## config.mk

```make
export PLATFORM = sky130hd
export DESIGN_NAME = char_rom_arbiter
export DESIGN_NICKNAME = d
export VERILOG_FILES = /design/src/rtl/char_rom_arbiter.sv
export SDC_FILE = /design/constraint.sdc
export NUM_CORES = 1
export LEC_CHECK = 0
export ABC_CLOCK_PERIOD_IN_PS = 1390
export BUFFER_PORTS_ARGS = -buffer_cell sky130_fd_sc_hd__buf_4
export CAP_MARGIN = 10
export CORE_AREA = 8 8 45 47
export DETAILED_ROUTE_END_ITERATION = 10
export DIE_AREA = 0 0 53 55
export SYNTH_ARGS = -nofsm -noshare
export SYNTH_HDL_FRONTEND = slang
export SYNTH_SLANG_ARGS = --single-unit
```

## constraint.sdc

```tcl
create_clock -name clk -period 1.39 [get_ports clk]
set_input_delay 0.417 -clock clk [delete_from_list [all_inputs] [get_ports clk]]
set_output_delay 0.417 -clock clk [all_outputs]
set_load 0.02 [all_outputs]
```

## src/rtl/char_rom_arbiter.sv

```systemverilog
// Round-robin arbiter sharing one registered char-code ROM among N_REQ text drawers.
// One lookup is granted per clock, and each result is returned one cycle later to the requester that issued it.
module char_rom_arbiter #(
  parameter int N_REQ = 2,
  parameter int IDX_W = $clog2(N_REQ)
) (
  input  logic               clk,
  input  logic               rst,
  input  logic [N_REQ-1:0]   req,
  input  logic [8*N_REQ-1:0] req_xy,
  output logic [N_REQ-1:0]   gnt,
  output logic [7:0]         rom_xy,
  input  logic [6:0]         rom_code,
  output logic [N_REQ-1:0]   rsp_valid,
  output logic [6:0]         rsp_code
);

  logic [IDX_W-1:0] r_ptr;
  logic [IDX_W-1:0] r_pend_tag;
  logic             r_pend_v;

  logic [N_REQ-1:0] w_gnt;
  logic [IDX_W-1:0] w_gidx;
  logic             w_any;

  // Scan starts at r_ptr and wraps around; the first active requester wins.
  always_comb begin
    int idx;
    idx    = 0;
    w_gnt  = '0;
    w_gidx = '0;
    w_any  = 1'b0;
    if (!rst) begin
      for (int k = 0; k < N_REQ; k++) begin
        idx = int'(r_ptr) + k;
        if (idx >= N_REQ) idx = idx - N_REQ;
        if (!w_any && req[idx]) begin
          w_any      = 1'b1;
          w_gidx     = IDX_W'(idx);
          w_gnt[idx] = 1'b1;
        end
      end
    end
  end

  assign gnt    = w_gnt;
  assign rom_xy = w_any ? req_xy[8*int'(w_gidx) +: 8] : 8'h00;

  always_ff @(posedge clk) begin
    if (rst) begin
      r_ptr      <= '0;
      r_pend_v   <= 1'b0;
      r_pend_tag <= '0;
    end else begin
      r_pend_v   <= w_any;
      r_pend_tag <= w_gidx;
      if (w_any)
        r_ptr <= (w_gidx == IDX_W'(N_REQ-1)) ? '0 : w_gidx + IDX_W'(1);
    end
  end

  // The ROM output register lines up with r_pend_*, so the response needs no extra staging.
  for (genvar i = 0; i < N_REQ; i++) begin : g_rsp
    assign rsp_valid[i] = r_pend_v && (r_pend_tag == IDX_W'(i));
  end

  assign rsp_code = r_pend_v ? rom_code : 7'h00;

endmodule

```

==> results of run 1 <==
==> metal layers <==
| metal | up-vias | global-route usage [%] |
|---|---|---|
| met3 | 0 | 9.091 |
| met4 | 0 | 9.052 |
| met5 | - | 0 |
| met2 | 40 | 19.92 |
| li1 | 259 | - |
| met1 | 233 | 9.985 |
==> worst reg2reg max path, stage by stage (launching register included) <==
cell and delay [ns]:
dfxtp_2 0.32, nand2b_4 0.15, buf_6 0.13, nand2_1 0.08, buf_4 0.10, nor2_1 0.03
==> synth_stat cells <==
library cell	instances	share of area, %
clkbuf_1	1	1.3
a211oi_1	1	2.6
nand2_1	1	1.3
nand2b_1	1	2.2
buf_2	1	1.7
nor2b_1	2	4.3
a21boi_2	1	3.9
nor2_1	13	17
a32oi_1	8	24
dfxtp_1	3	21
and2_1	8	17
buf_6	1	3.9
==> state kept, by name (all words and copies together) (netlist names) <==
signal	flops
r_pend_tag	1
r_pend_v	1
r_ptr	1
==> cell usage in the layout (no fill, tap or decap) <==
master and instances:
buf_4 41, buf_6 12, and2_1 8, nor2_2 8, a32oi_2 7, nor2_1 5
clkbuf_4 3, a21boi_4 2, dfxtp_2 2, nor2b_4 1, nand2b_4 1, nor2b_1 1
a32oi_1 1, nand2_1 1, a211oi_1 1, clkbuf_1 1, dfxtp_1 1
==> area by class of cell <==
type	count	area, sq um	share of cell area [%]
Clock buffer	4	26.28	3.000
Multi-Input combinational cell	36	324.1	37.00
Tap cell	16	20.02	2.286
Timing Repair Buffer	53	442.9	50.57
Sequential cell	3	62.56	7.143
==> cell families after synthesis <==
kind of cell    share of synthesized area (%)
flops                                   20.69
simple gates                            41.81
buf+inv                                 6.893
compound gates                          30.61
==> power breakdown <==
part	internal, mW	switching, mW	leakage [nW]
combinational	0.162	0.134	0.380
clock	0.108	0.0477	0.0150
sequential	0.0934	0.00515	0.0254
==> through the flow <==
stage               std cells  utilization (%)
floorplan                  41                -
global placement          106            51.36
detailed placement        106            51.36
CTS                       112            62.93
global route              112            63.29
finish                    112            63.29
==> worst paths after layout <==
kind,end,slack (ns),depth (start not counted)
worst min register to register,r_ptr,0.66,3
worst max-delay path,rom_xy[4],-0.28,5
worst max register to register,r_pend_tag,0.47,5
worst min-delay path,r_pend_v,0.50,2
==> what timing repair did <==
| action | CTS | global route |
|---|---|---|
| endpoints found under the setup margin | 10 | 19 |
| gates resized for setup | 22 | 2 |
| pin swaps | 10 | 4 |
| gates cloned | 1 | 0 |
| setup buffers | 1 | 0 |
| hold buffers | 0 | 0 |
==> impl_results.md, run 1 <==
* Status: complete, but fails checks
* Failing checks: setup timing
* GRT overflow at 0
* Placer Congestion at 0.6484
* Uppermost layer routed: met3
* Mean area per synthesized cell at 7.080 sq um
* Dpl ws at -0.1815 ns
* Num ports at 46
* Filler cell count at 122
* Pleak at 0.4200 nW
* Largest fanout on the critical path at 5
* Synth cell types at 12
* Synthesized flop and latch total at 3
* CTS tree: done
* ANT nets after route at 0
* Setup ws final at -0.2823 ns
* Reg2reg start: r_ptr
* Max-Cap Viols at 0
* CP Class: reg2out
* First-pass GRT wire length at 2.587 mm
* Fmax at 598.0 MHz
* WL/cell at 14.91 um
* Initial Utilization at 20.98%
* Total GRT Usage at 12.17%
* Routed length on met2 at 752 um
* RSZ-0062 raised after global routing: true
* Final Cell Area at 875.8 sq um
* Drt total wl at 1.670 mm
* Peak supply drop at 0.3364 mV
* Crit path cell chain: buf_6 -> a21boi_4 -> a32oi_2 -> nor2_2 -> buf_6
* Sequential fraction of the synthesis area at 20.69%
* Crit path top cell by count: buf_6
* Tot Pwr at 0.5502 mW
* Final setup vio count at 10
* M1 wire length at 574 um
* # diodes at 0
* Worst hold path class: in2reg
* Port buffer count at 45
* Initial antenna violation count at 0
* Hold WS at 0.5017 ns
* Cell Pwr Density at 628.2 nW/um^2
* Final hold violation count at 0
* Crit path largest cell delay at 0.32 ns
* Clock period minus worst slack at 1.672 ns
* Cell row count at 14
* CP startpoint kind: flop
* Max-slew headroom at 83.44%
* CTS root buffer: clkbuf_4
* Via density per instance at 4.750
* DRC Markers at 0
* Vias in the first global route at 576
* CP max-delay cell: dfxtp_2
* Met3 Wirelength at 343 um
* Vias at 532
* Post-Syn Instances at 41
* Clock Tree Buf Depth at 2
* Die X at 53 um
* Reg clk slew, reported paths at 0.04 ns
* CP arrival at 1.26 ns
* Worst-Margin Slew at 0.2478 ns
* Cell Area, Synth at 290.3 sq um
* DR pass1 iterations at 4
* Worst Hold Launch: rst
* Layout cell share with drive strength beyond 1 at 80.21%
* # H-tree levels at 1
* Drt initial violations at 3
* Worst-Skew Late Latency at 0.23 ns
* Clock Sinks at 3
* DIE AREA at 2915 sq um
* Final period utilization at 120.3%
* Placement Cell Area at 710.7 sq um
* Area grow syn2layout at 201.7%
* Critical path data required time at 0.97 ns
* Worst Setup SP: r_ptr
* Fin Clk Skew at 0.003971 ns
* Yosys warns at 0
* Core region area at 1384 sq um
* Final Net Count at 124
* Num CTS Buffers at 3
* Buffers plus inverters on the worst setup path at 2
* Mapped Nets at 68
* Largest net degree at the start of global routing at 14
* Die H at 55 um
* Fin Setup TNS at -2.437 ns
* Max Slew Vio Count at 0
* Worst setup EP type: output pin
* Post-DP HPWL at 1.187 mm
* Cell family with most CP delay: compound AO/OA/AOI/OAI gates
Power figures use the tool's default switching activity.
==> run 2: changes to the inputs <==
--- a/config.mk
+++ b/config.mk
@@ -8,9 +8,9 @@
 export ABC_CLOCK_PERIOD_IN_PS = 1390
 export BUFFER_PORTS_ARGS = -buffer_cell sky130_fd_sc_hd__buf_4
 export CAP_MARGIN = 10
-export CORE_AREA = 8 8 45 47
+export CORE_AREA = 2 2 39 41
 export DETAILED_ROUTE_END_ITERATION = 10
-export DIE_AREA = 0 0 53 55
+export DIE_AREA = 0 0 41 43
 export SYNTH_ARGS = -nofsm -noshare
 export SYNTH_HDL_FRONTEND = slang
 export SYNTH_SLANG_ARGS = --single-unit
==> run 2 against run 1 <==
Effect of this change: the flow still finishes with violations (setup timing); non-clock buffer count decreased by 2; fmax is 2.9% higher; final cell count is 1.8% lower; critical endpoint is now rom_xy[1]; largest power group unchanged.
==> impl_results.md, run 2 (synthesis results as in run 1) <==
* Pleak at 0.3897 nW (-7.2%)
* ANT nets after route at 0 (unchanged)
* Final hold violation count at 0 (unchanged)
* Die X at 41 um (-23%)
* CTS tree: done
* DRC Markers at 0 (unchanged)
* CP Class: reg2out
* First-pass GRT wire length at 1.800 mm (-30%)
* RSZ-0062 raised after global routing: true
* Final period utilization at 116.9% (-3.4 points)
* Status: complete, but fails checks
* Non-Filler Instances at 110 (-1.8%)
* Clock Tree Buf Depth at 2 (unchanged)
* CTS root buffer: clkbuf_4
* Post-Place Cells at 104 (-1.9%)
* Max-slew headroom at 86.94% (+3.5 points)
* Switching power share of the total at 32.35% (-1.7 points)
* Clk pwr share at 29.7% (+1.4 points)
* Area grow syn2layout at 169.0%
* Placement Cell Area at 695.7 sq um (-2.1%)
* Failing checks: setup timing
* Setup ws final at -0.2352 ns (+0.04709 ns)
* Post-DP HPWL at 918.7 um (-23%)
* GRT Max-Usage Layer: met2
* Tot Pwr at 0.5028 mW (-8.6%)
* Sw Pwr at 0.1626 mW (-13%)
* Most common cell after layout, fill and taps aside: buf_4
* Initial Utilization at 20.98% (unchanged)
* Max-Cap Viols at 0 (unchanged)
* Peak supply drop at 0.3277 mV (-2.6%)
* Worst-Skew Late Latency at 0.23 ns (about the same)
* Placer Congestion at 0.6796 (+4.8%)
* Cell row count at 14 (unchanged)
* Num CTS Buffers at 3 (unchanged)
* Met2 Usage GRT at 27.81% (+7.9 points)
* Total GRT Usage at 14.63% (+2.5 points)
* Final setup vio count at 10 (unchanged)
* WL/cell at 11.10 um (-26%)
* Dpl ws at -0.2368 ns (-0.05533 ns)
* # H-tree levels at 1 (unchanged)
* Reg clk slew, reported paths at 0.04 ns (about the same)
* Final Cell Area at 780.7 sq um (-11%)
* Clock period minus worst slack at 1.625 ns (-0.04709 ns)
* Largest net degree at the start of global routing at 14 (unchanged)
* Fmax at 615.3 MHz (+2.9%)
* Layout cell share with drive strength beyond 1 at 72.34% (-7.9 points)
* Initial antenna violation count at 0 (unchanged)
* Final design utilization at 56.42% (-6.9 points)
* GRT overflow at 0 (unchanged)
* Met3 Use GR at 1.571% (-7.5 points)
* Port buffer count at 45 (unchanged)
* Max Slew Vio Count at 0 (unchanged)
* DIE AREA at 1763 sq um (-40%)
* Worst setup EP type: output pin
* Clock Sinks at 3 (unchanged)
* Largest fanout on the critical path at 5 (unchanged)
* Die H at 43 um (-22%)
* Seq pwr share at 19.6% (+1.7 points)
* Vias in the first global route at 495 (-14%)
* Vias at 521 (-2.1%)
* Drt initial violations at 2 (-1)
* Final Net Count at 122 (-1.6%)
* Cell Pwr Density at 644.0 nW/um^2 (+2.5%)
* Core region area at 1384 sq um (unchanged)
* Grt met1 use at 13.42% (+3.4 points)
* Internal power at 0.3401 mW (-6.3%)
* Commonest cells after routing, fill and taps aside: buf_4 (45), and2_1 (8), a32oi_1 (8), nor2_2 (8), buf_6 (6)
* CP startpoint kind: flop
* Num ports at 46 (unchanged)
* # diodes at 0 (unchanged)
* DR pass1 iterations at 2 (-2)
* Via density per instance at 4.736 (-0.29%)
* Fin Clk Skew at 0.001553 ns (-0.002418 ns)
* Critical path data required time at 0.97 ns (about the same)
* Biggest regs: r_pend_tag x1, r_pend_v x1, r_ptr x1
* CP arrival at 1.21 ns (-0.05 ns)
* Worst-Margin Slew at 0.1958 ns (-0.05199 ns)
* Hold buffers post-CTS at 0 (unchanged)
* Comb power frac at 50.7% (-3.1 points)
* Worst hold path class: in2reg
* Drt total wl at 1.221 mm (-27%)
[run 2: path summary, 6_finish.rpt]
kind         startpoint         to  slack, ns  cells after the start
max               r_ptr  rom_xy[1]      -0.24                      5
min                 rst   r_pend_v       0.50                      2
max reg2reg       r_ptr      r_ptr       0.54                      3
min reg2reg       r_ptr      r_ptr       0.65                      3
[run 2: layout make-up]
class,count,area (sq um)
Tap cell,16,20.02
Fill cell,140,603.1
Clock buffer,4,26.28
Sequential cell,3,62.56
Multi-Input combinational cell,36,266.5
Timing Repair Buffer,51,405.4
[run 2: what timing repair did]
item | 4_1_cts | 5_1_grt
pin swaps | 9 | 3
endpoints found under the setup margin | 10 | 19
gates resized for setup | 8 | 3
buffers inserted | 1 | 0
cloned | 1 | 0
[run 2: layer usage]
metal,vias up,wire (um)
li1,255,-
met1,224,426
met2,42,621
met3,0,172
met4,0,0
met5,-,0
[run 2: power groups by stage]
stage | logic [mW] | clock network, mW | registers, mW
detailed placement | 0.233 | 0 | 0.0986
floorplan | 0.111 | 0 | 0.0990
global route | 0.275 | 0.160 | 0.0999
CTS | 0.253 | 0.157 | 0.0985
global placement | 0.232 | 0 | 0.0984
finish | 0.255 | 0.149 | 0.0987
[run 2: worst max-delay path: stages, from the launching register on]
cell and delay [ns]:
dfxtp_2 0.32, buf_6 0.13, a21boi_4 0.19, a32oi_1 0.09, nor2_2 0.13, buf_6 0.12
[run 2: per-stage QoR]
step | TNS, ns | hold WS, ns
floorplan | -0.002211 | 0.4894
global placement | -1.900 | 0.5529
detailed placement | -1.974 | 0.5608
CTS | -2.224 | 0.4981
global route | -2.472 | 0.5101
finish | -1.871 | 0.4957
==> run 3: changes to the inputs <==
--- a/config.mk
+++ b/config.mk
@@ -11,6 +11,7 @@
 export CORE_AREA = 2 2 39 41
 export DETAILED_ROUTE_END_ITERATION = 10
 export DIE_AREA = 0 0 41 43
+export PLACE_DENSITY = 0.65
 export SYNTH_ARGS = -nofsm -noshare
 export SYNTH_HDL_FRONTEND = slang
 export SYNTH_SLANG_ARGS = --single-unit
==> run 3 against run 2 <==
Effect of this change: the flow still finishes with violations (setup timing); register-to-register slack is essentially flat; setup slack worse by 0.0080 ns; utilization decreased by 0.54 points; flip-flop and latch count stayed put; design area is 0.96% lower; via count is 4.0% lower; die area unchanged; clock skew is 0.00052 ns lower; wire length is 3.1% lower; global-route usage shrank 0.086 points; total power grew 0.73%; critical endpoint is now rom_xy[0]; highest routed layer is now met4.
==> impl_results.md, run 3 (synthesis results as in run 1) <==
* GRT overflow at 0 (unchanged)
* Comb power frac at 49.7% (-1.0 points)
* Worst-Margin Slew at 0.2048 ns (+0.008978 ns)
* CP startpoint kind: flop
* Core region area at 1384 sq um (unchanged)
* Worst hold path class: in2reg
* Vias at 500 (-4.0%)
* Pleak at 0.3845 nW (-1.3%)
* Final hold violation count at 0 (unchanged)
* Fin Clk Skew at 0.001037 ns (-0.0005153 ns)
* CTS tree: done
* DR pass1 iterations at 2 (unchanged)
* Initial antenna violation count at 0 (unchanged)
* Switching power share of the total at 33.28% (+0.93 points)
* Largest net degree at the start of global routing at 14 (unchanged)
* Seq. cell area at 62.56 sq um (unchanged)
* Die H at 43 um (unchanged)
* Cell row count at 14 (unchanged)
* CP arrival at 1.22 ns (about the same)
* Internal power at 0.3379 mW (-0.65%)
* Critical path data required time at 0.97 ns (about the same)
* Hold WS at 0.4819 ns (-0.01379 ns)
* Largest fanout on the critical path at 5 (unchanged)
* CP max-delay cell: dfxtp_2
* Via density per instance at 4.587 (-3.2%)
* Filler cell count at 135 (-3.6%)
* Port buffer count at 45 (unchanged)
* RSZ-0062 raised after global routing: true
* Cell Pwr Density at 655.0 nW/um^2 (+1.7%)
* DRC Markers at 0 (unchanged)
* Crit path largest cell delay at 0.32 ns (about the same)
* Fmax at 612.3 MHz (-0.49%)
* Sw Pwr at 0.1685 mW (+3.6%)
* # H-tree levels at 1 (unchanged)
* Peak supply drop at 0.2910 mV (-11%)
* Final design utilization at 55.88% (-0.54 points)
* ANT nets after route at 0 (unchanged)
* Die X at 41 um (unchanged)
* Placer Congestion at 0.6169 (-9.2%)
* Total GRT Usage at 14.54% (-0.086 points)
* Clock period minus worst slack at 1.633 ns (+0.007991 ns)
* Dpl ws at -0.2169 ns (+0.01992 ns)
* First-pass GRT wire length at 1.787 mm (-0.72%)
* Area occupied by multi-input gates at 274.0 sq um (+2.8%)
* Worst-Skew Late Latency at 0.24 ns (about the same)
* Most common cell after layout, fill and taps aside: buf_4
* Final Net Count at 121 (-0.82%)
* Drt total wl at 1.183 mm (-3.1%)
* CP Class: reg2out
* Clock Tree Buf Depth at 2 (unchanged)
* Num CTS Buffers at 3 (unchanged)
* Worst setup EP type: output pin
* Vias in the first global route at 472 (-4.6%)
* CTS root buffer: clkbuf_4
* Clk pwr share at 30.7% (+1.0 points)
* Layout cell share with drive strength beyond 1 at 73.12% (+0.78 points)
* Max-Cap Viols at 0 (unchanged)
* Tot Pwr at 0.5065 mW (+0.73%)
* Failing checks: setup timing
* Max-slew headroom at 86.35% (-0.60 points)
* Biggest regs: r_pend_tag x1, r_pend_v x1, r_ptr x1
* # diodes at 0 (unchanged)
* Post-DP HPWL at 878.9 um (-4.3%)
* Clock Sinks at 3 (unchanged)
* Status: complete, but fails checks
* Final setup vio count at 10 (unchanged)
* Setup ws final at -0.2432 ns (-0.007991 ns)
* Drt initial violations at 3 (+1)
* Crit path cell chain: buf_6 -> a21boi_4 -> a32oi_1 -> nor2_2 -> buf_4
* Initial Utilization at 20.98% (unchanged)
* Area grow syn2layout at 166.4%
* Max Slew Vio Count at 0 (unchanged)
* Seq pwr share at 19.5% (about the same)
* Num ports at 46 (unchanged)
* Fin Setup TNS at -1.999 ns (-0.1278 ns)
* DIE AREA at 1763 sq um (unchanged)
* WL/cell at 10.85 um (-2.2%)
* Commonest cells after routing, fill and taps aside: buf_4 (46), and2_1 (8), nor2_2 (8), a32oi_1 (7), nor2_1 (5)
* Final period utilization at 117.5% (+0.57 points)
* Reg clk slew, reported paths at 0.04 ns (about the same)
-- run 3: worst paths after layout --
path	end	start	slack, ns	depth (start not counted)
max reg2reg	r_ptr	r_ptr	0.54	3
max	rom_xy[0]	r_ptr	-0.24	5
min	r_pend_v	rst	0.48	2
min reg2reg	r_ptr	r_ptr	0.67	3
-- run 3: metal layers --
metal	global-route usage, %	vias up	share of wire (%)
met5	0	-	0
met3	1.047	2	14
met1	16.67	199	36
met4	10.00	0	1.3
met2	23.75	45	48
li1	-	254	-
-- run 3: power by group through the flow --
stage	logic (mW)	registers, mW	clock network, mW
3_5_place_dp	0.230	0.0984	0
3_3_place_gp	0.229	0.0982	0
6_report	0.252	0.0990	0.156
2_1_floorplan	0.111	0.0990	0
4_1_cts	0.250	0.0987	0.161
5_1_grt	0.271	0.0997	0.170
-- run 3: layout make-up --
cell class	count	share of cell area (%)
Multi-Input combinational cell	36	35.44
Clock buffer	4	3.398
Sequential cell	3	8.091
Timing Repair Buffer	50	50.49
Tap cell	16	2.589
-- run 3: what timing repair did --
action                     CTS  global route
cloned                       1             0
setup endpoints to repair   11            10
hold buffers                 0             0
setup buffers                1             0
pin swaps                    3             2
gates resized for setup      9             1
-- run 3: metrics by stage --
step,cell area [sq um],std cells
after floorplan,321.6,41
after global placement,688.2,103
after detailed placement,688.2,103
after CTS,765.7,109
after global routing,773.2,109
final,773.2,109
-- run 3: critical path: cells and delay by family, from the launching register on --
family / cells / cell delay [ns]
flip-flops: 1 / 0.32
AO/OA/AOI/OAI: 2 / 0.28
buffers and inverters: 2 / 0.27
AND/OR/NAND/NOR: 1 / 0.11
